[config.mk]
export PLATFORM = sky130hd
export DESIGN_NAME = ewrapper_io_rx_deser
export DESIGN_NICKNAME = d
export VERILOG_FILES = /design/src/rtl/ewrapper_io_rx_deser.sv
export SDC_FILE = /design/constraint.sdc
export NUM_CORES = 1
export LEC_CHECK = 0
export ABC_AREA = 0
export BUFFER_PORTS_ARGS = -buffer_cell sky130_fd_sc_hd__clkbuf_2
export CORE_ASPECT_RATIO = 0.6
export CORE_MARGIN = 1
export CORE_UTILIZATION = 50
export CTS_CLUSTER_SIZE = 25
export DETAILED_ROUTE_END_ITERATION = 10
export PLACE_DENSITY = 0.74
export SLEW_MARGIN = 5
export SYNTH_ARGS = -nofsm -noshare
export SYNTH_HDL_FRONTEND = slang
export SYNTH_SLANG_ARGS = --single-unit
[constraint.sdc]
create_clock -name CLK_IN -period 5.6 [get_ports CLK_IN]
set_input_delay 1.12 -clock CLK_IN [delete_from_list [all_inputs] [get_ports CLK_IN]]
set_output_delay 1.12 -clock CLK_IN [all_outputs]
set_load 0.005 [all_outputs]
[src/rtl/ewrapper_io_rx_deser.sv]
// ----------------------------------------------------------------------------
// ewrapper_io_rx_deser
//
// Receive-side deserializer for a 9-lane eLink. Each fast clock delivers one
// DDR pair per lane: an even (first-in-time) bit and an odd (second-in-time)
// bit. Lane 8 carries the frame signal and lanes 0-7 carry data. Four
// consecutive pairs (slots 0-3) form one 72-bit word. Byte j of the word comes
// from lane j, MSB first, so this block is the exact inverse of the TX
// serializer.
//
// A rising frame seen on an even bit marks slot 0 and establishes lock. After
// lock, every slot 3 completes a word. A rising frame seen on an odd bit (a
// half-cycle slip), or an even-bit rise that arrives away from slot 0, pulses
// ALIGN_ERR. Only the even-bit case re-aligns the slot counter.
//
// Pipeline: inputs are registered in stage p0. The slot decode and word
// assembly happen in stage p1. The finished word is presented in stage p2.
// A slot-0 pair sampled at edge E gives DATA_VALID high after edge E+5.
//
// Parameters
//   ELINK_INVERT        1 = invert all 18 input bits before use (E64 polarity)
// Ports
//   CLK_IN              fast link clock; all state updates on its rising edge
//   IO_RESET            asynchronous, active-high reset
//   DATA_EVEN_IN[8:0]   first-in-time bit per lane (lane 8 = frame)
//   DATA_ODD_IN[8:0]    second-in-time bit per lane
//   DATA_OUT_TO_DEVICE  deserialized word; byte j holds bits 8j+7..8j, from lane j
//   DATA_VALID          one-cycle strobe; DATA_OUT_TO_DEVICE was updated this cycle
//   FRAME_LOCK          word boundary established; cleared only by reset
//   ALIGN_ERR           one-cycle pulse on an alignment fault
// ----------------------------------------------------------------------------
module ewrapper_io_rx_deser #(
    parameter bit ELINK_INVERT = 1'b0
) (
    input  logic        CLK_IN,
    input  logic        IO_RESET,
    input  logic [8:0]  DATA_EVEN_IN,
    input  logic [8:0]  DATA_ODD_IN,
    output logic [71:0] DATA_OUT_TO_DEVICE,
    output logic        DATA_VALID,
    output logic        FRAME_LOCK,
    output logic        ALIGN_ERR
);

    logic [8:0]  even_in;
    logic [8:0]  odd_in;
    logic [8:0]  even_p0;
    logic [8:0]  odd_p0;
    logic        prev_frame_p1;
    logic [1:0]  slot_p1;
    logic [71:0] asm_p1;
    logic        done_p1;
    logic        lock_q;

    logic        even_rise;
    logic        odd_rise;
    logic [1:0]  slot_inc;
    logic [1:0]  slot_nxt;
    logic        misalign;
    logic [71:0] asm_nxt;

    assign even_in    = ELINK_INVERT ? ~DATA_EVEN_IN : DATA_EVEN_IN;
    assign odd_in     = ELINK_INVERT ? ~DATA_ODD_IN  : DATA_ODD_IN;
    assign FRAME_LOCK = lock_q;

    // ---- stage p0: capture the (polarity-corrected) DDR pair ----
    always_ff @(posedge CLK_IN or posedge IO_RESET) begin
        if (IO_RESET) begin
            even_p0 <= '0;
            odd_p0  <= '0;
        end else begin
            even_p0 <= even_in;
            odd_p0  <= odd_in;
        end
    end

    // Frame decode and slot steering of the registered pair
    always_comb begin
        even_rise = ~prev_frame_p1 & even_p0[8];
        odd_rise  = ~prev_frame_p1 & ~even_p0[8] & odd_p0[8];
        slot_inc  = slot_p1 + 2'd1;
        slot_nxt  = even_rise ? 2'd0 : slot_inc;
        // An even-bit rise after lock is only expected when the counter would
        // wrap to slot 0 by itself.
        misalign  = odd_rise | (even_rise & lock_q & (slot_inc != 2'd0));
        asm_nxt   = asm_p1;
        for (int k = 0; k < 4; k++) begin
            if (slot_nxt == 2'(k)) begin
                for (int j = 0; j < 9; j++) begin
                    asm_nxt[8*j + 7 - 2*k] = even_p0[j];
                    asm_nxt[8*j + 6 - 2*k] = odd_p0[j];
                end
            end
        end
    end

    // ---- stage p1: slot tracking, lock and word assembly ----
    always_ff @(posedge CLK_IN or posedge IO_RESET) begin
        if (IO_RESET) begin
            prev_frame_p1 <= 1'b0;
            slot_p1       <= 2'd0;
            asm_p1        <= '0;
            done_p1       <= 1'b0;
            lock_q        <= 1'b0;
            ALIGN_ERR     <= 1'b0;
        end else begin
            prev_frame_p1 <= odd_p0[8];
            slot_p1       <= slot_nxt;
            asm_p1        <= asm_nxt;
            // A restart at slot 0 never reaches slot 3 with the old partial
            // word, so dropping a partial word needs no extra state.
            done_p1       <= lock_q & (slot_nxt == 2'd3);
            lock_q        <= lock_q | even_rise;
            ALIGN_ERR     <= misalign;
        end
    end

    // ---- stage p2: present the completed word ----
    always_ff @(posedge CLK_IN or posedge IO_RESET) begin
        if (IO_RESET) begin
            DATA_OUT_TO_DEVICE <= '0;
            DATA_VALID         <= 1'b0;
        end else begin
            DATA_VALID <= done_p1;
            if (done_p1) begin
                DATA_OUT_TO_DEVICE <= asm_p1;
            end
        end
    end

endmodule

==> flow_summary.rst, run 1 <==
.. list-table::
   :header-rows: 1

   * - Metric
     - Value
   * - Run status
     - complete, no violations
   * - Resize count post-CTS
     - 0
   * - Cell area after technology mapping
     - 6180 sq um
   * - Largest stage delay on the critical path
     - 0.86 ns
   * - Die Footprint
     - 12,800 sq um
   * - Share of the yosys chip area belonging to registers
     - 68.4%
   * - Vias in the first global route
     - 3,298
   * - Ratio of final minimum period to clock period
     - 39.6%
   * - Slew at the pin closest to its max-slew limit
     - 1.00 ns
   * - Diodes inserted
     - 0
   * - Maximum clock insertion buffer count
     - 2
   * - Estimated wirelength of the detail-placed design
     - 6770 um
   * - Max-Slew Margin vs Limit
     - 33.1%
   * - Worst clock skew on the final layout
     - 0.0112 ns
   * - VDD IR-drop max
     - 0.252 mV
   * - TritonCTS clock tree
     - yes
   * - Standby leakage power
     - 3.38 nW
   * - Critical-path cell with the highest stage delay
     - sky130_fd_sc_hd__buf_4
   * - Worst Hold Class
     - reg -> reg
   * - CTS sink cnt
     - 169
   * - Die Ht
     - 88.1 um
   * - Fill count
     - 925
   * - Clk_lat worst skew
     - 0.42 ns
   * - Crit path max fanout
     - 78
   * - Capturing element type of the critical path
     - async pin
   * - Accumulated negative setup slack
     - 0 ns
   * - Congestion Overflow GR
     - 0
   * - Clock share of power
     - 25.5%
   * - Die width
     - 146 um
   * - Number of rows in the core area
     - 31
   * - Most used DFF post-synth
     - sky130_fd_sc_hd__dfrtp_1
   * - Instance count of the mapped netlist
     - 349
   * - Wire length of the first global-routing pass
     - 17,800 um
   * - Detailed-route wire length per cell
     - 17.5 um
   * - Non-filler cells in the finished layout
     - 628
   * - Ports
     - 95
   * - Layout cell share with drive strength beyond 1
     - 60.3%
   * - Post-synth cell types
     - 24
   * - CP Launch Type
     - primary input
   * - Fraction of registers with async set/reset
     - 100%
   * - Tmin final
     - 2.22 ns
   * - Comb pwr share
     - 27.4%
   * - Initial DRT Pass Iterations
     - 4
   * - Fraction of power consumed by sequential logic
     - 47.1%
   * - Final weighted congestion of routability-driven global placement
     - 0.715
   * - Yosys Warn Count
     - 0
   * - # port buffers
     - 94
   * - Max Cap Violations
     - 0
   * - Total routing usage reported by global routing
     - 18.6%
   * - Placeable core area
     - 12,100 sq um
   * - Number of cells after detailed placement
     - 597
   * - Total Nets Final
     - 472
   * - Unrepaired setup endpoints after global routing
     - false
   * - Net switching power figure
     - 1.21 mW
   * - Final Slew Violations
     - 0
   * - Clock root cell
     - sky130_fd_sc_hd__clkbuf_16
   * - Drt drc
     - 0
   * - Data required time of the worst path
     - 6.01 ns
   * - Number of synthesized flops with an enable pin
     - 0
   * - Number of antenna violations at the first check in global routing
     - 0
   * - PD cells
     - 594 nW/um^2
   * - Post-detailed-routing wire length
     - 11,000 um
   * - CTS buffer count
     - 17
   * - Crit-path cells
     - clkbuf_2, clkinvlp_4, buf_4
   * - Setup bufs post-CTS
     - 0
   * - Clock slew at reported path FFs
     - 0.06 ns
   * - Cell internal pwr
     - 3.15 mW
   * - Achievable Freq
     - 0.451 GHz
   * - Setup Viol. Count Final
     - 0
   * - Net Sw Frac
     - 27.7%
   * - Maximum number of pins on one net before global-route repair
     - 79
   * - Synth Register Bits
     - 169
   * - DR vias/cell
     - 5.05
   * - CTS HTree Levels
     - 4
   * - Net count of the mapped netlist
     - 370
   * - Endpoint arrival time on the critical path
     - 2.62 ns
   * - Hold bufs inserted after CTS
     - 0
   * - Antenna-violating nets left
     - 0
   * - Number of hold violations in the final report
     - 0
   * - Mean Syn Cell Area
     - 17.7 sq um
   * - Effective utilization at floorplan
     - 51.2%
   * - Vias after detailed routing
     - 3,169
   * - Synth-to-Final Area Change
     - 18.8%
   * - Number of design-rule violations left by the first detailed-router iteration
     - 135
   * - Startpoint-to-endpoint class of the critical path
     - in -> async
==> path summary, 6_finish.rpt <==
kind	slack, ns	from	to	depth (start not counted)
setup reg to reg	3.56	slot_p1[0]	asm_p1[0]	4
hold / removal	0.50	asm_p1[71]	asm_p1[71]	1
min in group asynchronous	0.82	IO_RESET	asm_p1[65]	2
max in group CLK_IN	3.52	DATA_OUT_TO_DEVICE[0]	DATA_OUT_TO_DEVICE[0]	1
hold reg to reg	0.50	asm_p1[71]	asm_p1[71]	1
setup / recovery	3.38	IO_RESET	asm_p1[37]	3
==> critical path: cells and delay by family <==
kind / cells / cell delay, ns
buf+inv: 3 / 1.46
==> state kept, by name, indices dropped and copies added, names as in the netlist <==
signal              count
asm_p1                 72
odd_p0                  9
FRAME_LOCK              1
DATA_VALID              1
slot_p1                 2
even_p0                 9
prev_frame_p1           1
ALIGN_ERR               1
DATA_OUT_TO_DEVICE     72
done_p1                 1
==> cells in the final DEF (no fill, tap or decap), types with 3 or more instances in the layout <==
master / synthesis / layout
sky130_fd_sc_hd__clkinvlp_4: 0 / 6
sky130_fd_sc_hd__clkbuf_8: 0 / 4
sky130_fd_sc_hd__clkbuf_2: 0 / 94
sky130_fd_sc_hd__mux2_2: 120 / 120
sky130_fd_sc_hd__buf_4: 0 / 3
sky130_fd_sc_hd__clkbuf_16: 0 / 17
sky130_fd_sc_hd__a21oi_1: 6 / 6
sky130_fd_sc_hd__dfrtp_1: 169 / 168
sky130_fd_sc_hd__mux2_4: 20 / 20
==> per-stage QoR <==
stage	power [mW]	area, sq um	util [%]	setup slack [ns]	hold slack (ns)
floorplan	2.81	6180	-	2.33	0.352
global placement	3.21	6770	56.1	2.91	0.476
detailed placement	3.28	6770	56.1	2.85	0.478
CTS	4.41	7340	60.9	3.30	0.495
global route	4.62	7340	60.9	3.08	0.514
finish	4.36	7340	60.9	3.38	0.498
==> power groups by stage <==
stage	registers, mW	clock network [mW]	logic, mW
2_1_floorplan	2.01	0	0.802
3_3_place_gp	2.04	0	1.17
3_5_place_dp	2.07	0	1.21
4_1_cts	2.06	1.13	1.22
5_1_grt	2.12	1.19	1.30
6_report	2.05	1.11	1.19
==> cell usage after synthesis, types with 2 or more instances <==
cell type                   n  share of area, %
sky130_fd_sc_hd__and2b_2    2              0.28
sky130_fd_sc_hd__buf_12     2              0.65
sky130_fd_sc_hd__mux2_2   120                22
sky130_fd_sc_hd__mux2_4    20               4.9
sky130_fd_sc_hd__nand2_2    2              0.20
sky130_fd_sc_hd__inv_1      2              0.12
sky130_fd_sc_hd__a21oi_1    6              0.49
sky130_fd_sc_hd__a31oi_1    2              0.20
sky130_fd_sc_hd__dfrtp_1  169                68
sky130_fd_sc_hd__buf_6      3              0.55
sky130_fd_sc_hd__buf_2      8              0.65
==> cell type report <==
cell class,instances,area (sq um),area share (%)
flip-flops and latches,169,4230,57.6
clock buffers,21,480,6.55
inverters,2,11.3,0.153
clock inverters,10,95.1,1.30
well taps,165,206,2.81
multi-input cells,164,1820,24.9
repair buffers,97,493,6.72
==> routing by layer <==
metal / GRT usage (%) / routed length, um / vias up
met5: 0 / 0 / -
met4: 6.41 / 73 / 0
met3: 6.35 / 467 / 9
met2: 27.3 / 5020 / 63
met1: 26.2 / 5430 / 1662
li1: - / - / 1435
==> logic make-up after synthesis <==
| logic type | synth area share [%] |
|---|---|
| multiplexers | 26.7 |
| flip-flops | 68.4 |
| AO/OA/AOI/OAI | 0.830 |
| AND/OR/NAND/NOR | 1.76 |
| buffers and inverters | 2.03 |
| adder cells (fa/ha/maj) | 0.202 |
(Power assumes the default switching activity.)
==> run 2, diff against run 1 <==
clock period = 1.9 ns   (was 5.6 ns; I/O delays follow)
==> run 2 against run 1 <==
  * Routed wire length shrank 0.37%
  * Largest cell class unchanged
  * Via count is 1.5% higher
  * Critical endpoint is now asm_p1[12]
  * Sequential share of layout area decreased by 0.98 points
  * Hold slack worse by 0.43 ns
  * Utilization rose by 1.0 points
  * Power increased to 3.0 times the previous value
  * Combinational power rose to 3.1 times the previous value
  * Clock skew increased by 0.0016 ns
  * Non-clock buffer count up 9
  * Register-to-register slack got worse by 3.5 ns
  * Die area is the same
  * Sequential power grew to 2.9 times the previous value
==> flow_summary.rst, run 2 (synthesis results as in run 1) <==
.. list-table::
   :header-rows: 1

   * - Metric
     - Value
   * - Run status
     - complete, no violations
   * - Reg2reg setup slack
     - 0.10 ns (-3.46 ns)
   * - Data required time of the worst path
     - 2.19 ns (-3.82 ns)
   * - Worst Hold Class
     - in -> reg
   * - Number of design-rule violations left by the first detailed-router iteration
     - 169 (+25%)
   * - Resize count post-CTS
     - 0 (unchanged)
   * - VDD IR-drop max
     - 0.797 mV (+220%)
   * - Design area
     - 7470 sq um (+1.7%)
   * - PD cells
     - 1730 nW/um^2 (+190%)
   * - Post-placement worst setup slack
     - 0.0965 ns (-2.76 ns)
   * - CTS HTree Levels
     - 4 (unchanged)
   * - Achievable Freq
     - 0.557 GHz
   * - Tmin final
     - 1.80 ns
   * - Number of cells on the worst hold path
     - 1 (unchanged)
   * - # port buffers
     - 94 (unchanged)
   * - Die width
     - 146 um (unchanged)
   * - Max-Slew Margin vs Limit
     - 68.4% (+35 points)
   * - Post-route worst hold slack
     - 0.0665 ns (-0.432 ns)
   * - DR vias/cell
     - 5.04 (-0.14%)
   * - Die Ht
     - 88.1 um (unchanged)
   * - Capturing element type of the critical path
     - flop
   * - Unrepaired setup endpoints after global routing
     - false
   * - Number of rows in the core area
     - 31 (unchanged)
   * - Die Footprint
     - 12,800 sq um (unchanged)
   * - Initial DRT Pass Iterations
     - 6 (+2)
   * - Max Cap Violations
     - 0 (unchanged)
   * - Drt drc
     - 0 (unchanged)
   * - Estimated wirelength of the detail-placed design
     - 7040 um (+4.1%)
   * - Leading cell types in the layout, fill and taps excluded
     - 168 x sky130_fd_sc_hd__dfrtp_1, 120 x sky130_fd_sc_hd__mux2_2, 94 x sky130_fd_sc_hd__clkbuf_2
   * - CTS sink cnt
     - 169 (unchanged)
   * - Clock root cell
     - sky130_fd_sc_hd__clkbuf_16
   * - Startpoint of the worst-slack reg-to-reg timing path
     - slot_p1[0]
   * - Placeable core area
     - 12,100 sq um (unchanged)
   * - CP Launch Type
     - flop
   * - Hold Crit Start
     - DATA_EVEN_IN[6]
   * - Congestion Overflow GR
     - 0 (unchanged)
   * - Maximum clock insertion buffer count
     - 2 (unchanged)
   * - Final weighted congestion of routability-driven global placement
     - 0.726 (+1.5%)
   * - Crit path max fanout
     - 17 (-78%)
   * - TritonCTS clock tree
     - yes
   * - Vias in the first global route
     - 3,240 (-1.8%)
   * - Wire length of the first global-routing pass
     - 17,800 um (+0.39%)
   * - Number of cells after detailed placement
     - 604 (+1.2%)
   * - Seq. cell area
     - 4230 sq um (unchanged)
   * - Non-filler cells in the finished layout
     - 638 (+1.6%)
   * - Total routing usage reported by global routing
     - 18.8% (+0.13 points)
   * - Worst clock skew on the final layout
     - 0.0128 ns (+0.00163 ns)
   * - Clk_lat worst skew
     - 0.41 ns (about the same)
   * - Biggest registers after layout
     - DATA_OUT_TO_DEVICE x72, asm_p1 x72
   * - Standby leakage power
     - 3.44 nW (+1.8%)
   * - Maximum number of pins on one net before global-route repair
     - 80 (+1.3%)
   * - Fill count
     - 882 (-4.6%)
   * - CTS buffer count
     - 17 (unchanged)
   * - Depth of the worst register-to-register path
     - 5 (+1)
   * - Total Nets Final
     - 481 (+1.9%)
   * - Post-layout worst setup margin
     - 0.105 ns (-3.28 ns)
   * - Number of hold violations in the final report
     - 0 (unchanged)
   * - Commonest non-fill, non-tap cell in the layout
     - sky130_fd_sc_hd__dfrtp_1
   * - Setup Viol. Count Final
     - 0 (unchanged)
   * - Detailed-route wire length per cell
     - 17.2 um (-1.9%)
   * - Final Slew Violations
     - 0 (unchanged)
   * - Startpoint-to-endpoint class of the critical path
     - reg -> reg
   * - Number of antenna violations at the first check in global routing
     - 0 (unchanged)
   * - Endpoint arrival time on the critical path
     - 2.09 ns (-0.53 ns)
   * - Synth-to-Final Area Change
     - 20.9%
   * - Area of combinational cells with multiple inputs
     - 1820 sq um (unchanged)
   * - Placed Area
     - 6870 sq um (+1.5%)
   * - R2r endpoint
     - asm_p1[12]
   * - Ports
     - 95 (unchanged)
   * - Diodes inserted
     - 0 (unchanged)
   * - Effective utilization at floorplan
     - 51.2% (unchanged)
   * - WHS Endpoint
     - even_p0[6]
   * - Vias after detailed routing
     - 3,215 (+1.5%)
   * - Slew at the pin closest to its max-slew limit
     - 0.473 ns (-0.530 ns)
   * - Post-detailed-routing wire length
     - 11,000 um (-0.37%)
   * - Layout cell share with drive strength beyond 1
     - 61.1% (+0.84 points)
   * - Ratio of final minimum period to clock period
     - 94.5%
   * - Clock slew at reported path FFs
     - 0.07 ns (about the same)
   * - Antenna-violating nets left
     - 0 (unchanged)
run 2: worst max path at each step:
stage | slack, ns | end | start
after CTS | 0.1 | asm_p1[55] | slot_p1[0]
after global placement | 0.17 | asm_p1[55] | slot_p1[0]
after floorplan | -0.63 | ALIGN_ERR | IO_RESET
after detailed placement | 0.1 | asm_p1[47] | slot_p1[0]
after global routing | 0.02 | asm_p1[40] | slot_p1[0]
final | 0.10 | asm_p1[12] | slot_p1[0]
run 2: worst max-delay path, stage by stage, from the launching register on:
cell,delay (ns)
sky130_fd_sc_hd__dfrtp_1,0.38
sky130_fd_sc_hd__ha_1,0.37
sky130_fd_sc_hd__nor2_1,0.31
sky130_fd_sc_hd__nand2_2,0.09
sky130_fd_sc_hd__buf_4,0.24
sky130_fd_sc_hd__mux2_2,0.30
run 2: area by class of cell:
type | instances | share of cell area [%]
flip-flops and latches | 169 | 56.7
multi-input cells | 164 | 24.4
repair buffers | 106 | 8.34
clock buffers | 17 | 5.70
well taps | 165 | 2.76
clock inverters | 15 | 1.96
inverters | 2 | 0.151
run 2: routing by layer:
| metal | global-route usage (%) | up-vias | wire length (um) | part of all wire (%) |
|---|---|---|---|---|
| li1 | - | 1452 | - | - |
| met1 | 26.9 | 1681 | 5250 | 48 |
| met2 | 27.1 | 72 | 5080 | 46 |
| met3 | 5.78 | 10 | 504 | 4.6 |
| met4 | 6.89 | 0 | 112 | 1.0 |
| met5 | 0 | - | 0 | 0 |
run 2: stage by stage:
stage / util [%] / TNS, ns / power [mW]
final: 61.9 / 0 / 12.9
after detailed placement: 56.9 / 0 / 9.73
after CTS: 61.7 / 0 / 13.0
after global placement: 56.9 / 0 / 9.53
after floorplan: - / -107.27 / 8.28
after global routing: 61.9 / 0 / 13.7
run 2: power breakdown:
| part | internal, mW | switching [mW] |
|---|---|---|
| Sequential | 5.18 | 0.853 |
| Combinational | 2.27 | 1.36 |
| Clock | 1.83 | 1.43 |
| Total | 9.28 | 3.64 |
run 2: what timing repair did:
action,4_1_cts,5_1_grt
setup buffers,0,2
endpoints found under the setup margin,0,7
hold buffers,0,0
hold endpoints to repair,0,0
==> run 3, diff against run 2 <==
REMOVE_ABC_BUFFERS = 1   (was default)
==> run 3 against run 2 <==
  * Largest cell class unchanged
  * First-iteration DRC count fell by 32%
  * Critical path depth did not move
  * Clock skew fell by 0.0069 ns
  * Sequential power rose by 0.8%
  * Cell area fell by 0.25%
  * Cell count rose by 0.47%
==> flow_summary.rst, run 3 (synthesis results as in run 1) <==
.. list-table::
   :header-rows: 1

   * - Metric
     - Value
   * - Setup Viol. Count Final
     - 0 (unchanged)
   * - Ratio of final minimum period to clock period
     - 95.5% (+1.0 points)
   * - Clock root cell
     - sky130_fd_sc_hd__clkbuf_16
   * - Final weighted congestion of routability-driven global placement
     - 0.740 (+1.9%)
   * - Synth-to-Final Area Change
     - 20.6%
   * - Capturing element type of the critical path
     - flop
   * - Resize count post-CTS
     - 0 (unchanged)
   * - Leading cell types in the layout, fill and taps excluded
     - 168 x sky130_fd_sc_hd__dfrtp_1, 120 x sky130_fd_sc_hd__mux2_2, 94 x sky130_fd_sc_hd__clkbuf_2
   * - Number of antenna violations at the first check in global routing
     - 0 (unchanged)
   * - Placeable core area
     - 12,100 sq um (unchanged)
   * - Design area
     - 7450 sq um (-0.25%)
   * - Number of cells after detailed placement
     - 604 (unchanged)
   * - Clock share of power
     - 24.5% (-0.7 points)
   * - Net Sw Frac
     - 28.3% (+0.11 points)
   * - Slew at the pin closest to its max-slew limit
     - 0.413 ns (-0.0604 ns)
   * - Buffers plus inverters on the worst setup path
     - 1 (unchanged)
   * - Reg2reg setup slack
     - 0.08 ns (-0.02 ns)
   * - Congestion Overflow GR
     - 0 (unchanged)
   * - Family with the most delay on the worst path
     - flip-flops
   * - Fraction of power consumed by sequential logic
     - 47.6% (+0.9 points)
   * - Estimated wirelength of the detail-placed design
     - 7100 um (+0.75%)
   * - Depth of the worst register-to-register path
     - 5 (unchanged)
   * - Clock slew at reported path FFs
     - 0.07 ns (about the same)
   * - Tmin final
     - 1.82 ns (+0.0198 ns)
   * - CTS HTree Levels
     - 4 (unchanged)
   * - Diodes inserted
     - 0 (unchanged)
   * - Endpoint arrival time on the critical path
     - 2.11 ns (+0.02 ns)
   * - Maximum number of pins on one net before global-route repair
     - 68 (-15%)
   * - Maximum clock insertion buffer count
     - 2 (unchanged)
   * - DR vias/cell
     - 5.02 (-0.47%)
   * - Critical-path cell with the highest stage delay
     - sky130_fd_sc_hd__dfrtp_1
   * - Startpoint of the worst-slack reg-to-reg timing path
     - slot_p1[0]
   * - Max-Slew Margin vs Limit
     - 72.5% (+4.0 points)
   * - Net switching power figure
     - 3.62 mW (-0.70%)
   * - Crit path max fanout
     - 7 (-10)
   * - Ports
     - 95 (unchanged)
   * - Achievable Freq
     - 0.551 GHz (-1.1%)
   * - Detailed-route wire length per cell
     - 17.1 um (-0.51%)
   * - VDD IR-drop max
     - 0.825 mV (+3.5%)
   * - Drt drc
     - 0 (unchanged)
   * - Worst clock skew on the final layout
     - 0.00588 ns (-0.00693 ns)
   * - Run status
     - complete, no violations
   * - Placed Area
     - 6860 sq um (-0.13%)
   * - Unrepaired setup endpoints after global routing
     - false
   * - Clk_lat worst skew
     - 0.42 ns (about the same)
   * - Number of design-rule violations left by the first detailed-router iteration
     - 115 (-32%)
   * - Die Ht
     - 88.1 um (unchanged)
   * - Comb pwr share
     - 28.0% (about the same)
   * - Wire length of the first global-routing pass
     - 17,900 um (+0.39%)
   * - Data required time of the worst path
     - 2.19 ns (about the same)
   * - Post-route worst hold slack
     - 0.0640 ns (-0.00258 ns)
   * - Area of combinational cells with multiple inputs
     - 1820 sq um (unchanged)
   * - Antenna-violating nets left
     - 0 (unchanged)
   * - PD cells
     - 1720 nW/um^2 (-0.83%)
   * - Worst Hold Class
     - in -> reg
   * - # port buffers
     - 94 (unchanged)
   * - Final design utilization
     - 61.7% (-0.16 points)
   * - CTS buffer count
     - 17 (unchanged)
   * - CP Launch Type
     - flop
   * - Effective utilization at floorplan
     - 51.2% (unchanged)
   * - Startpoint-to-endpoint class of the critical path
     - reg -> reg
   * - Total routing usage reported by global routing
     - 19.0% (+0.28 points)
   * - Max Cap Violations
     - 0 (unchanged)
   * - Crit-path cells
     - ha_1, and2b_2, nand2_2, buf_4, mux2_2
   * - Post-detailed-routing wire length
     - 10,900 um (about the same)
   * - Commonest non-fill, non-tap cell in the layout
     - sky130_fd_sc_hd__dfrtp_1
   * - Non-filler cells in the finished layout
     - 641 (+0.47%)
   * - Accumulated negative setup slack
     - 0 ns (unchanged)
   * - WHS Endpoint
     - odd_p0[4]
   * - Final Slew Violations
     - 0 (unchanged)
   * - Number of rows in the core area
     - 31 (unchanged)
   * - Total Nets Final
     - 484 (+0.62%)
   * - Biggest registers after layout
     - DATA_OUT_TO_DEVICE x72, asm_p1 x72
   * - Number of hold violations in the final report
     - 0 (unchanged)
   * - Number of cells on the worst hold path
     - 1 (unchanged)
   * - Initial DRT Pass Iterations
     - 4 (-2)
   * - Fill count
     - 909 (+3.1%)
   * - CTS sink cnt
     - 169 (unchanged)
   * - Layout cell share with drive strength beyond 1
     - 61.1% (about the same)
   * - Vias in the first global route
     - 3,241 (+0.031%)
   * - TritonCTS clock tree
     - yes
   * - Largest stage delay on the critical path
     - 0.39 ns (about the same)
   * - Die width
     - 146 um (unchanged)
   * - Cell internal pwr
     - 9.16 mW (-1.2%)
   * - Vias after detailed routing
     - 3,215 (unchanged)
   * - Die Footprint
     - 12,800 sq um (unchanged)
   * - Hold Crit Start
     - DATA_ODD_IN[4]
   * - Standby leakage power
     - 3.44 nW (about the same)
   * - Seq. cell area
     - 4230 sq um (about the same)
   * - R2r endpoint
     - asm_p1[25]
## run 3: layout make-up
type	count	area share, %
Clock buffer	18	5.90
Clock inverter	14	1.31
Inverter	2	0.168
Multi-Input combinational cell	164	24.5
Sequential cell	169	56.8
Tap cell	165	2.77
Timing Repair Buffer	109	8.53
## run 3: power groups by stage
stage | Sequential, mW | Clock [mW] | Combinational, mW
after global routing | 6.27 | 3.36 | 3.92
after detailed placement | 6.15 | 0 | 3.57
final | 6.08 | 3.13 | 3.58
after floorplan | 6.02 | 0 | 2.16
after CTS | 6.10 | 3.19 | 3.60
after global placement | 6.07 | 0 | 3.47
## run 3: how the worst max path moves through the flow
stage                from          to  depth (start not counted)  slack [ns]
2_1_floorplan    IO_RESET   ALIGN_ERR                          1       -3.06
3_3_place_gp   slot_p1[0]  asm_p1[62]                          4        0.13
3_5_place_dp   slot_p1[0]  asm_p1[54]                          4        0.08
4_1_cts        slot_p1[0]  asm_p1[54]                          4        0.06
5_1_grt        slot_p1[0]  asm_p1[25]                          5        0.01
6_report       slot_p1[0]  asm_p1[25]                          5        0.08
## run 3: metrics by stage
stage | setup slack (ns) | power (mW)
after floorplan | -3.06 | 8.18
after global placement | 0.133 | 9.54
after detailed placement | 0.0791 | 9.72
after CTS | 0.0561 | 12.9
after global routing | 0.0103 | 13.6
final | 0.0847 | 12.8
## run 3: layer usage
| metal | vias up | track usage [%] | wire length [um] |
|---|---|---|---|
| met5 | - | 0 | 0 |
| met4 | 0 | 6.89 | 128 |
| met3 | 14 | 5.26 | 462 |
| met2 | 71 | 28.4 | 4930 |
| met1 | 1673 | 27.1 | 5420 |
| li1 | 1457 | - | - |
## run 3: timing repair
action	CTS	global route
setup buffers	0	4
endpoints found under the hold margin	29	0
hold buffers	1	0
setup endpoints to repair	0	1
